**src/rtl/alu_multi_op_core.sv**
```systemverilog
`default_nettype none
// ============================================================================
// Module   : alu_multi_op_core
// Purpose  : Tagged-command ALU core. Commands enter through an input FIFO,
//            dispatch in order to a single-cycle ALU lane or an iterative
//            shift-add multiplier lane, and completed results are arbitrated
//            (round-robin) into an output FIFO returned with their tag.
// Ports    : clk, rst            - clock, asynchronous active-high reset
//            cmd_valid/cmd_ready - command handshake
//            cmd_op/id/a/b       - opcode, tag, operands
//            res_valid/res_ready - result handshake (head of output FIFO)
//            res_data/carry/err/id - result fields
//            in_level/out_level  - FIFO occupancy
//            busy                - any FIFO or lane occupied
// Revision : 1.0 - initial release
// ============================================================================
module alu_multi_op_core #(
    parameter int DATA_SIZE = 16,
    parameter int ID_SIZE   = 8,
    parameter int IN_DEPTH  = 4,
    parameter int OUT_DEPTH = 4
) (
    input  logic                           clk,
    input  logic                           rst,
    input  logic                           cmd_valid,
    output logic                           cmd_ready,
    input  logic [2:0]                     cmd_op,
    input  logic [ID_SIZE-1:0]             cmd_id,
    input  logic [DATA_SIZE-1:0]           cmd_a,
    input  logic [DATA_SIZE-1:0]           cmd_b,
    output logic                           res_valid,
    input  logic                           res_ready,
    output logic [DATA_SIZE-1:0]           res_data,
    output logic                           res_carry,
    output logic                           res_err,
    output logic [ID_SIZE-1:0]             res_id,
    output logic [$clog2(IN_DEPTH):0]      in_level,
    output logic [$clog2(OUT_DEPTH):0]     out_level,
    output logic                           busy
);

    localparam int c_M      = DATA_SIZE / 2;
    localparam int c_IN_AW  = $clog2(IN_DEPTH);
    localparam int c_OUT_AW = $clog2(OUT_DEPTH);
    localparam int c_CNT_W  = $clog2(c_M + 1);

    localparam logic [2:0] c_OP_ADD = 3'b000;
    localparam logic [2:0] c_OP_SUB = 3'b001;
    localparam logic [2:0] c_OP_MUL = 3'b010;
    localparam logic [2:0] c_OP_AND = 3'b011;
    localparam logic [2:0] c_OP_OR  = 3'b100;
    localparam logic [2:0] c_OP_XOR = 3'b101;

    localparam logic [c_CNT_W-1:0] c_MUL_STEPS = c_CNT_W'(c_M);
    localparam logic [c_CNT_W-1:0] c_CNT_ONE   = c_CNT_W'(1);

    // ------------------------------------------------------------------------
    // Input FIFO
    // ------------------------------------------------------------------------
    logic [2:0]           r_in_op [IN_DEPTH];
    logic [ID_SIZE-1:0]   r_in_id [IN_DEPTH];
    logic [DATA_SIZE-1:0] r_in_a  [IN_DEPTH];
    logic [DATA_SIZE-1:0] r_in_b  [IN_DEPTH];
    logic [c_IN_AW:0]     r_in_wr;
    logic [c_IN_AW:0]     r_in_rd;
    logic [c_IN_AW:0]     w_in_wr_nxt;
    logic [c_IN_AW:0]     w_in_rd_nxt;
    logic                 w_in_empty;
    logic                 w_in_full_nxt;
    logic                 w_accept;
    logic                 w_dispatch;
    logic                 r_cmd_ready;

    logic [2:0]           w_h_op;
    logic [ID_SIZE-1:0]   w_h_id;
    logic [DATA_SIZE-1:0] w_h_a;
    logic [DATA_SIZE-1:0] w_h_b;
    logic                 w_h_mul;

    // cmd_ready is registered so it is low during reset; it always equals
    // !full because it is computed from the post-edge pointers.
    assign w_accept    = cmd_valid & r_cmd_ready;
    assign w_in_empty  = (r_in_wr == r_in_rd);
    assign w_in_wr_nxt = r_in_wr + {{c_IN_AW{1'b0}}, w_accept};
    assign w_in_rd_nxt = r_in_rd + {{c_IN_AW{1'b0}}, w_dispatch};
    assign w_in_full_nxt = (w_in_wr_nxt[c_IN_AW] != w_in_rd_nxt[c_IN_AW]) &&
                           (w_in_wr_nxt[c_IN_AW-1:0] == w_in_rd_nxt[c_IN_AW-1:0]);

    always_ff @(posedge clk or posedge rst) begin
        if (rst) begin
            r_in_wr     <= '0;
            r_in_rd     <= '0;
            r_cmd_ready <= 1'b0;
        end else begin
            r_in_wr     <= w_in_wr_nxt;
            r_in_rd     <= w_in_rd_nxt;
            r_cmd_ready <= !w_in_full_nxt;
        end
    end

    // Storage needs no reset: entries are only read when the FIFO is non-empty.
    always_ff @(posedge clk) begin
        if (w_accept) begin
            r_in_op[r_in_wr[c_IN_AW-1:0]] <= cmd_op;
            r_in_id[r_in_wr[c_IN_AW-1:0]] <= cmd_id;
            r_in_a [r_in_wr[c_IN_AW-1:0]] <= cmd_a;
            r_in_b [r_in_wr[c_IN_AW-1:0]] <= cmd_b;
        end
    end

    assign w_h_op  = r_in_op[r_in_rd[c_IN_AW-1:0]];
    assign w_h_id  = r_in_id[r_in_rd[c_IN_AW-1:0]];
    assign w_h_a   = r_in_a [r_in_rd[c_IN_AW-1:0]];
    assign w_h_b   = r_in_b [r_in_rd[c_IN_AW-1:0]];
    assign w_h_mul = (w_h_op == c_OP_MUL);

    // ------------------------------------------------------------------------
    // Output arbitration
    // ------------------------------------------------------------------------
    typedef enum logic [1:0] {
        S_IDLE = 2'b00,
        S_CALC = 2'b01,
        S_DONE = 2'b10
    } mul_state_t;

    mul_state_t r_mul_state;
    mul_state_t w_mul_state_nxt;

    logic r_alu_occ;
    logic r_rr_mul;
    logic w_req_alu;
    logic w_req_mul;
    logic w_gnt_alu;
    logic w_gnt_mul;
    logic w_out_full;

    assign w_req_alu = r_alu_occ;
    assign w_req_mul = (r_mul_state == S_DONE);

    always_comb begin
        w_gnt_alu = 1'b0;
        w_gnt_mul = 1'b0;
        if (!w_out_full) begin
            if (w_req_alu && w_req_mul) begin
                w_gnt_mul = r_rr_mul;
                w_gnt_alu = !r_rr_mul;
            end else begin
                w_gnt_alu = w_req_alu;
                w_gnt_mul = w_req_mul;
            end
        end
    end

    // The pointer only moves on contention, so the first contention after
    // reset always favours the multiplier.
    always_ff @(posedge clk or posedge rst) begin
        if (rst) begin
            r_rr_mul <= 1'b1;
        end else if (w_req_alu && w_req_mul && !w_out_full) begin
            r_rr_mul <= !r_rr_mul;
        end
    end

    // ------------------------------------------------------------------------
    // Dispatch: a lane that hands its result over this cycle may be reloaded
    // in the same cycle, which gives back-to-back ALU throughput.
    // ------------------------------------------------------------------------
    logic w_alu_free;
    logic w_mul_free;
    logic w_alu_load;
    logic w_mul_load;

    assign w_alu_free = !r_alu_occ || w_gnt_alu;
    assign w_mul_free = (r_mul_state == S_IDLE) || w_gnt_mul;
    assign w_dispatch = !w_in_empty && (w_h_mul ? w_mul_free : w_alu_free);
    assign w_alu_load = w_dispatch && !w_h_mul;
    assign w_mul_load = w_dispatch && w_h_mul;

    // ------------------------------------------------------------------------
    // ALU lane
    // ------------------------------------------------------------------------
    logic [DATA_SIZE:0]   w_alu_add;
    logic [DATA_SIZE-1:0] w_alu_data;
    logic                 w_alu_carry;
    logic                 w_alu_err;
    logic [DATA_SIZE-1:0] r_alu_data;
    logic                 r_alu_carry;
    logic                 r_alu_err;
    logic [ID_SIZE-1:0]   r_alu_id;

    assign w_alu_add = {1'b0, w_h_a} + {1'b0, w_h_b};

    always_comb begin
        w_alu_data  = '0;
        w_alu_carry = 1'b0;
        w_alu_err   = 1'b0;
        case (w_h_op)
            c_OP_ADD: begin
                w_alu_data  = w_alu_add[DATA_SIZE-1:0];
                w_alu_carry = w_alu_add[DATA_SIZE];
            end
            c_OP_SUB: begin
                w_alu_data  = w_h_a - w_h_b;
                w_alu_carry = (w_h_a < w_h_b);
            end
            c_OP_AND: w_alu_data = w_h_a & w_h_b;
            c_OP_OR:  w_alu_data = w_h_a | w_h_b;
            c_OP_XOR: w_alu_data = w_h_a ^ w_h_b;
            default:  w_alu_err  = 1'b1;  // illegal opcodes (MUL never loads here)
        endcase
    end

    always_ff @(posedge clk or posedge rst) begin
        if (rst) begin
            r_alu_occ   <= 1'b0;
            r_alu_data  <= '0;
            r_alu_carry <= 1'b0;
            r_alu_err   <= 1'b0;
            r_alu_id    <= '0;
        end else if (w_alu_load) begin
            r_alu_occ   <= 1'b1;
            r_alu_data  <= w_alu_data;
            r_alu_carry <= w_alu_carry;
            r_alu_err   <= w_alu_err;
            r_alu_id    <= w_h_id;
        end else if (w_gnt_alu) begin
            r_alu_occ   <= 1'b0;
        end
    end

    // ------------------------------------------------------------------------
    // MUL lane: shift-add over the low halves, one multiplier bit per cycle
    // ------------------------------------------------------------------------
    logic [c_CNT_W-1:0]   r_mul_cnt;
    logic [DATA_SIZE-1:0] r_mul_acc;
    logic [DATA_SIZE-1:0] r_mul_mcand;
    logic [c_M-1:0]       r_mul_mplier;
    logic [ID_SIZE-1:0]   r_mul_id;

    always_ff @(posedge clk or posedge rst) begin
        if (rst) begin
            r_mul_state <= S_IDLE;
        end else begin
            r_mul_state <= w_mul_state_nxt;
        end
    end

    always_comb begin
        w_mul_state_nxt = r_mul_state;
        case (r_mul_state)
            S_IDLE: begin
                if (w_mul_load) begin
                    w_mul_state_nxt = S_CALC;
                end
            end
            S_CALC: begin
                if (r_mul_cnt == c_CNT_ONE) begin
                    w_mul_state_nxt = S_DONE;
                end
            end
            S_DONE: begin
                if (w_gnt_mul) begin
                    w_mul_state_nxt = w_mul_load ? S_CALC : S_IDLE;
                end
            end
            default: w_mul_state_nxt = S_IDLE;
        endcase
    end

    always_ff @(posedge clk or posedge rst) begin
        if (rst) begin
            r_mul_cnt    <= '0;
            r_mul_acc    <= '0;
            r_mul_mcand  <= '0;
            r_mul_mplier <= '0;
            r_mul_id     <= '0;
        end else if (w_mul_load) begin
            r_mul_cnt    <= c_MUL_STEPS;
            r_mul_acc    <= '0;
            r_mul_mcand  <= {{(DATA_SIZE - c_M){1'b0}}, w_h_a[c_M-1:0]};
            r_mul_mplier <= w_h_b[c_M-1:0];
            r_mul_id     <= w_h_id;
        end else if (r_mul_state == S_CALC) begin
            if (r_mul_mplier[0]) begin
                r_mul_acc <= r_mul_acc + r_mul_mcand;
            end
            r_mul_mcand  <= {r_mul_mcand[DATA_SIZE-2:0], 1'b0};
            r_mul_mplier <= {1'b0, r_mul_mplier[c_M-1:1]};
            r_mul_cnt    <= r_mul_cnt - c_CNT_ONE;
        end
    end

    // ------------------------------------------------------------------------
    // Output FIFO (storage reset so the result outputs read 0 after reset)
    // ------------------------------------------------------------------------
    logic [DATA_SIZE-1:0] r_out_data  [OUT_DEPTH];
    logic                 r_out_carry [OUT_DEPTH];
    logic                 r_out_err   [OUT_DEPTH];
    logic [ID_SIZE-1:0]   r_out_id    [OUT_DEPTH];
    logic [c_OUT_AW:0]    r_out_wr;
    logic [c_OUT_AW:0]    r_out_rd;
    logic                 w_out_empty;
    logic                 w_out_wr;
    logic                 w_out_rd;

    assign w_out_empty = (r_out_wr == r_out_rd);
    assign w_out_full  = (r_out_wr[c_OUT_AW] != r_out_rd[c_OUT_AW]) &&
                         (r_out_wr[c_OUT_AW-1:0] == r_out_rd[c_OUT_AW-1:0]);
    assign w_out_wr    = w_gnt_alu | w_gnt_mul;
    assign w_out_rd    = !w_out_empty && res_ready;

    always_ff @(posedge clk or posedge rst) begin
        if (rst) begin
            r_out_wr <= '0;
            r_out_rd <= '0;
            for (int i = 0; i < OUT_DEPTH; i++) begin
                r_out_data[i]  <= '0;
                r_out_carry[i] <= 1'b0;
                r_out_err[i]   <= 1'b0;
                r_out_id[i]    <= '0;
            end
        end else begin
            if (w_out_wr) begin
                r_out_data [r_out_wr[c_OUT_AW-1:0]] <= w_gnt_mul ? r_mul_acc : r_alu_data;
                r_out_carry[r_out_wr[c_OUT_AW-1:0]] <= w_gnt_mul ? 1'b0 : r_alu_carry;
                r_out_err  [r_out_wr[c_OUT_AW-1:0]] <= w_gnt_mul ? 1'b0 : r_alu_err;
                r_out_id   [r_out_wr[c_OUT_AW-1:0]] <= w_gnt_mul ? r_mul_id : r_alu_id;
                r_out_wr <= r_out_wr + {{c_OUT_AW{1'b0}}, 1'b1};
            end
            if (w_out_rd) begin
                r_out_rd <= r_out_rd + {{c_OUT_AW{1'b0}}, 1'b1};
            end
        end
    end

    // ------------------------------------------------------------------------
    // Outputs
    // ------------------------------------------------------------------------
    assign cmd_ready = r_cmd_ready;
    assign res_valid = !w_out_empty;
    assign res_data  = r_out_data [r_out_rd[c_OUT_AW-1:0]];
    assign res_carry = r_out_carry[r_out_rd[c_OUT_AW-1:0]];
    assign res_err   = r_out_err  [r_out_rd[c_OUT_AW-1:0]];
    assign res_id    = r_out_id   [r_out_rd[c_OUT_AW-1:0]];
    assign in_level  = r_in_wr - r_in_rd;
    assign out_level = r_out_wr - r_out_rd;
    assign busy      = !w_in_empty || !w_out_empty || r_alu_occ || (r_mul_state != S_IDLE);

endmodule
`default_nettype wire
```
**config.mk**
```make
export PLATFORM = sky130hd
export DESIGN_NAME = alu_multi_op_core
export DESIGN_NICKNAME = d
export VERILOG_FILES = /design/src/rtl/alu_multi_op_core.sv
export SDC_FILE = /design/constraint.sdc
export NUM_CORES = 1
export LEC_CHECK = 0
export ABC_AREA = 1
export CORE_MARGIN = 2
export CORE_UTILIZATION = 62
export DETAILED_ROUTE_END_ITERATION = 8
export GPL_ROUTABILITY_DRIVEN = 0
export PLACE_DENSITY = 0.82
export SETUP_SLACK_MARGIN = 0.4
export SLEW_MARGIN = 20
export SYNTH_ARGS = -nofsm -noshare
export SYNTH_HDL_FRONTEND = slang
export SYNTH_SLANG_ARGS = --single-unit
```
**constraint.sdc**
```tcl
create_clock -name clk -period 18.15 [get_ports clk]
set_clock_uncertainty 0.1 [all_clocks]
set_input_delay 1.815 -clock clk [delete_from_list [all_inputs] [get_ports clk]]
set_output_delay 1.815 -clock clk [all_outputs]
set_load 0.02 [all_outputs]
```
==> results of run 1 <==
## synth_stat cells (18+ instances only)
master and number:
o22ai_1 30, edfxtp_1 172, buf_2 18, a32oi_1 32, dfrtp_1 198, clkbuf_1 65
inv_1 185, a31oi_1 49, o21ai_0 116, a21oi_1 89, nor2_1 189, ha_1 78
nand2_1 691, nand3_1 107
## tightest hold or removal path: cells and delay by family, from the launching register on
family	cells	cell delay [ns]
flops	1	0.34
simple gates	2	0.10
## layout make-up
type                       instances  area (sq um)  share of cell area, %
multi-input combinational       1485          7480                  35.57
timing repair buffer              96         923.4                  4.391
tap                              390         488.0                  2.321
sequential                       371         10150                  48.26
inverter                         197         747.0                  3.552
clock buffer                      52          1117                  5.314
clock inverter                    15         125.1                 0.5950
## through the flow
stage	instance area, sq um	std cells
6_report	21030	2606
5_1_grt	21030	2606
4_1_cts	21030	2606
3_5_place_dp	19780	2539
3_3_place_gp	19780	2539
2_1_floorplan	18740	2147
## logic make-up after synthesis
logic type	after synthesis	synth area share, %
flops	371	54.15
buf+inv	291	6.050
xor+xnor	26	1.215
compound gates	348	10.97
simple gates	1028	21.88
fa+ha+maj	83	5.743
## path summary, 6_finish.rpt
check	start	end	slack (ns)	cells after the start
max	r_in_rd[1]	busy	13.10	7
min	r_out_data[17]	r_out_data[17]	0.38	2
max reg2reg	r_in_rd[0]	r_alu_data[12]	14.00	15
min reg2reg	r_out_data[17]	r_out_data[17]	0.38	2
max in group asynchronous	rst	r_out_data[33]	14.78	3
min in group asynchronous	rst	r_mul_mcand[11]	1.79	2
## flip-flops by register name, indices dropped and copies added (netlist names), 4 cells and up
signal	count
r_in_a	64
r_in_b	64
r_out_data	64
r_in_id	32
r_out_id	32
r_alu_data	16
r_mul_acc	16
r_mul_mcand	16
r_in_op	12
r_alu_id	8
r_mul_id	8
r_mul_mplier	8
r_mul_cnt	4
r_out_carry	4
r_out_err	4
## routing by layer
metal	vias up	GRT usage, %	routed length (um)
met2	664	47.53	21120
met5	-	0	0
li1	7200	-	-
met4	0	10.04	1467
met3	99	3.942	3450
met1	7176	38.15	18310
## layout by cell type (no fill, tap or decap), types with 4 or more instances in the layout
master / count
nor3_1: 7
nand2_1: 691
inv_2: 11
o21a_1: 12
clkbuf_8: 5
o21bai_1: 5
a31oi_1: 49
clkbuf_16: 41
a32o_1: 8
nor2_1: 188
inv_1: 183
clkdlybuf4s50_1: 81
xnor2_1: 9
ha_1: 78
xor2_1: 17
a32oi_1: 32
dfrtp_1: 197
buf_4: 15
nor3_2: 4
o21ai_0: 116
clkinv_1: 8
fa_1: 5
clkbuf_1: 6
o22ai_1: 30
nand4_1: 14
edfxtp_1: 172
clkinv_2: 5
nand2_2: 4
nand3_1: 107
a21oi_1: 89
==> summary.md, run 1 <==
| Metric | Value |
|---|---|
| Outcome | `finished, final reports clean` |
| Vias in the first global route | `14410` |
| Post-Synthesis Cells | `2147` |
| RSZ-0062 raised after global routing | `no` |
| Synth Warn # | `0` |
| CP cell instances | `inv_2, buf_4, ha_1, nand3_1, nor3_1, nand3_1, clkdlybuf4s50_1` |
| Worst setup margin | `13.10 ns` |
| Via/cell ratio | `5.809` |
| Endpoint type of the worst setup path | `output port` |
| Nets | `2320` |
| Setup WS pre-CTS | `13.64 ns` |
| Slew headroom | `33.95%` |
| Leading area contributor after synthesis | `edfxtp_1` |
| Ports | `82` |
| DR WL/cell | `17.02 um` |
| Sinks on Clock Net | `371` |
| Num CTS Buffers | `39` |
| Ant diodes | `0` |
| Post-CTS Hold Fix Bufs | `0` |
| Post-DP HPWL | `29020 um` |
| Clock tree buffer depth | `3` |
| Syn avg cell area | `8.727 sq um` |
| Ys flop type | `dfrtp_1` |
| Die extent in x | `177.8 um` |
| Clk slew on worst S/H paths | `0.06 ns` |
| Initial antenna violation count | `0` |
| Hold Path Class | `reg -> reg` |
| Overall routed net length | `44350 um` |
| Startpoint types | `flip-flop` |
| Post-synth top area share | `27.57%` |
| Overall global routing resource usage | `28.40%` |
| Die Ht | `177.8 um` |
| Fin. max-slew vios | `0` |
| #FFs+latches synth | `371` |
| Max-capacitance violation count | `0` |
| Largest net degree at the start of global routing | `144` |
| Drt pass-1 iters | `6` |
| Slowest cell on crit path | `buf_4` |
| Post-synth EDFFs | `172` |
| Most frequent CP cell | `nand3_1` |
| CTS resizes | `0` |
| Setup CP Type | `reg -> out` |
| Row count | `63` |
| Post-layout min period | `5.046 ns` |
| Synthesized cell area | `0.01874 sq mm` |
| Critical-path maximum fanout | `84` |
| Setup TNS | `0 ns` |
| Ys async rst share | `53.64%` |
| Syn_nets | `2277` |
| First-pass GRT wire length | `71480 um` |
| Bufs and invs on worst path | `3` |
| Post-CTS Setup Inserts | `0` |
| Sequential share of the synthesized area | `54.15%` |
| Fin. Hold Viols | `0` |
| Top post-synthesis cells by area | `edfxtp_1, dfrtp_1, nand2_1` |
| WP data required | `16.23 ns` |
| Crit path max-delay family | `buffers and inverters` |
| Final core occ | `70.76%` |
| CTS root buffer | `clkbuf_16` |
| Starting density of the core | `63.05%` |
| Final worst-path cycle share | `27.80%` |
| Vias | `15140` |
| Distinct cell type count after synthesis | `40` |
| Total grt overflow | `0` |
| Layout cells sized above 1 | `4.513%` |
| Core ar. | `0.02972 sq mm` |
| TritonCTS clock tree | `yes` |
| DRC errors left | `0` |
| Fin Hold WS | `0.3777 ns` |
| Layout filler cell count | `2183` |
| Post-route ant nets | `0` |
| Initial DRC Count | `1553` |
| Area grow syn2layout | `12.23%` |
| Area of the die | `0.03163 sq mm` |
| H-tree Lvls | `2` |
| Crit path DAT | `3.13 ns` |
| Clock Latency Late Sink | `0.52 ns` |
| Input/output buffers | `81` |
| Slowest stage delay, CP | `0.65 ns` |
| Fmax | `0.1982 GHz` |
| Final setup fails | `0` |
| Tightest Pin Transition | `0.9908 ns` |
Power of run 1 is left out: the tool's default activity adds up to more than one toggle a clock period on the data nets, which glitch-free logic cannot reach.
==> run 2: changes to the inputs <==
CORE_UTILIZATION = 61   (was 62)
PLACE_DENSITY = 0.81   (was 0.82)
clock period = 5.03 ns   (was 18.15 ns; I/O delays follow)
==> run 2 against run 1 <==
Against the previous run:
- global-route usage grew 0.84 points
- worst hold slack barely moved
- sequential share of layout area down 0.14 points
- core utilization decreased by 1.5 points
- critical endpoint is now r_alu_data[12]
- largest cell class unchanged
==> summary.md, run 2 (synthesized netlist as in run 1, its figures left out) <==
| Metric | Value |
|---|---|
| Hold Crit Start | `r_out_data[22] (was r_out_data[17])` |
| Vias in the first global route | `14560 (was 14410)` |
| Setup TNS | `0 ns (unchanged)` |
| Crit path DAT | `4.33 ns (was 3.13 ns)` |
| Startpoint types | `flip-flop (unchanged)` |
| Setup CP Type | `reg -> reg (was reg -> out)` |
| RR Startpoint | `r_in_rd[1] (was r_in_rd[0])` |
| Post-layout min period | `4.024 ns` |
| Vias | `15260 (was 15140)` |
| Most common cell after layout, fill and taps aside | `nand2_1 (unchanged)` |
| Hold depth | `2 (unchanged)` |
| CTS root buffer | `clkbuf_16 (unchanged)` |
| Core ar. | `0.03043 sq mm (was 0.02972 sq mm)` |
| Worst reg2reg path depth | `13 (was 15)` |
| Fin. max-slew vios | `0 (unchanged)` |
| Largest net degree at the start of global routing | `138 (was 144)` |
| CP Launch Point | `r_in_rd[1] (unchanged)` |
| Drt pass-1 iters | `6 (unchanged)` |
| Ant diodes | `0 (unchanged)` |
| Post-route ant nets | `0 (unchanged)` |
| Post-CTS Hold Fix Bufs | `0 (unchanged)` |
| Cells after DPL | `2553 (was 2539)` |
| Filler-free cell count of the finished design | `2619 (was 2606)` |
| Initial DRC Count | `1517 (was 1553)` |
| Die extent in x | `179.3 um (was 177.8 um)` |
| Starting density of the core | `61.57% (was 63.05%)` |
| Area grow syn2layout | `12.55% (was 12.23%)` |
| Most frequent cells in the layout | `nand2_1, dfrtp_1, nor2_1 (unchanged)` |
| Ports | `82 (unchanged)` |
| Row count | `64 (was 63)` |
| Clock Latency Late Sink | `0.52 ns (about the same)` |
| Slew headroom | `18.19% (was 33.95%)` |
| Area of the die | `0.03213 sq mm (was 0.03163 sq mm)` |
| Post-CTS Setup Inserts | `0 (unchanged)` |
| Fin Hold WS | `0.3774 ns (was 0.3777 ns)` |
| Clk slew on worst S/H paths | `0.06 ns (about the same)` |
| Hold Path Class | `reg -> reg (unchanged)` |
| Endpoint type of the worst setup path | `flip-flop (was output port)` |
| Nets | `2328 (was 2320)` |
| Post-DP HPWL | `30350 um (was 29020 um)` |
| Layout cells sized above 1 | `4.633% (was 4.513%)` |
| Max-capacitance violation count | `0 (unchanged)` |
| Die Ht | `179.3 um (was 177.8 um)` |
| CTS resizes | `0 (unchanged)` |
| First-pass GRT wire length | `73840 um (was 71480 um)` |
| Fmax | `0.2485 GHz` |
| Fin. Hold Viols | `0 (unchanged)` |
| Total grt overflow | `0 (unchanged)` |
| Input/output buffers | `81 (unchanged)` |
| TritonCTS clock tree | `yes (unchanged)` |
| DRC errors left | `0 (unchanged)` |
| Critical-path maximum fanout | `52 (was 84)` |
| DR WL/cell | `17.62 um (was 17.02 um)` |
| Tightest Pin Transition | `1.221 ns (was 0.9908 ns)` |
| RSZ-0062 raised after global routing | `no (unchanged)` |
| Final worst-path cycle share | `80.01%` |
| Initial antenna violation count | `0 (unchanged)` |
| Sinks on Clock Net | `371 (unchanged)` |
| H-tree Lvls | `2 (unchanged)` |
| Layout filler cell count | `2342 (was 2183)` |
| WP data required | `5.34 ns (was 16.23 ns)` |
| Via/cell ratio | `5.827 (was 5.809)` |
| Final setup fails | `0 (unchanged)` |
| Overall routed net length | `46140 um (was 44350 um)` |
| Overall global routing resource usage | `29.24% (was 28.40%)` |
| Num CTS Buffers | `39 (unchanged)` |
| Outcome | `finished, final reports clean (unchanged)` |
| Clock tree buffer depth | `3 (unchanged)` |
==> run 2: changes by cell type in the layout (fill, tap and decap cells not counted), sizes merged <==
cell,delta
buf,+8
clkbuf,+1
clkinv,-2
clkinvlp,+1
inv,-1
==> run 2: through the flow <==
stage                     setup slack (ns)  instance area, sq um  util, %
after floorplan                     0.8767                 18740        -
after global placement               1.248                 19880    65.35
after detailed placement             1.127                 19880    65.35
after CTS                            1.107                 21090    69.30
after global routing                0.7605                 21090    69.30
final                                1.006                 21090    69.30
==> run 2: path summary, 6_finish.rpt <==
check                                  to  slack (ns)
min reg2reg                r_out_data[22]        0.38
max reg2reg                r_alu_data[12]        1.01
min in group asynchronous     r_out_wr[1]        0.42
max in group asynchronous      r_in_rd[0]        3.75
max                        r_alu_data[12]        1.01
min                        r_out_data[22]        0.38
==> run 2: metal layers <==
| layer | vias up | track usage, % | share of wire (%) |
|---|---|---|---|
| met1 | 7298 | 38.19 | 41 |
| met5 | - | 0 | 0 |
| met3 | 117 | 3.880 | 7.0 |
| met2 | 634 | 49.20 | 49 |
| li1 | 7213 | - | - |
| met4 | 0 | 12.53 | 3.6 |
==> run 2: area by class of cell <==
class | count | area [sq um] | share of cell area (%)
Timing Repair Buffer | 104 | 1021 | 4.842
Sequential cell | 371 | 10150 | 48.12
Multi-Input combinational cell | 1485 | 7477 | 35.46
Clock buffer | 53 | 1091 | 5.174
Tap cell | 396 | 495.5 | 2.350
Clock inverter | 13 | 112.6 | 0.5340
Inverter | 197 | 743.2 | 3.524
==> run 2: worst max-delay path: stages (launching register included) <==
cell	delay, ns
dfrtp_1	0.46
inv_2	0.73
a21oi_1	0.08
a32oi_1	0.66
inv_1	0.20
fa_1	0.51
o21ai_0	0.39
nand3_1	0.24
nand3_1	0.15
nand2_1	0.06
nand3_1	0.09
nand3_1	0.08
nand2_1	0.06
nand2_1	0.06
Power of run 2 is left out for the same reason.
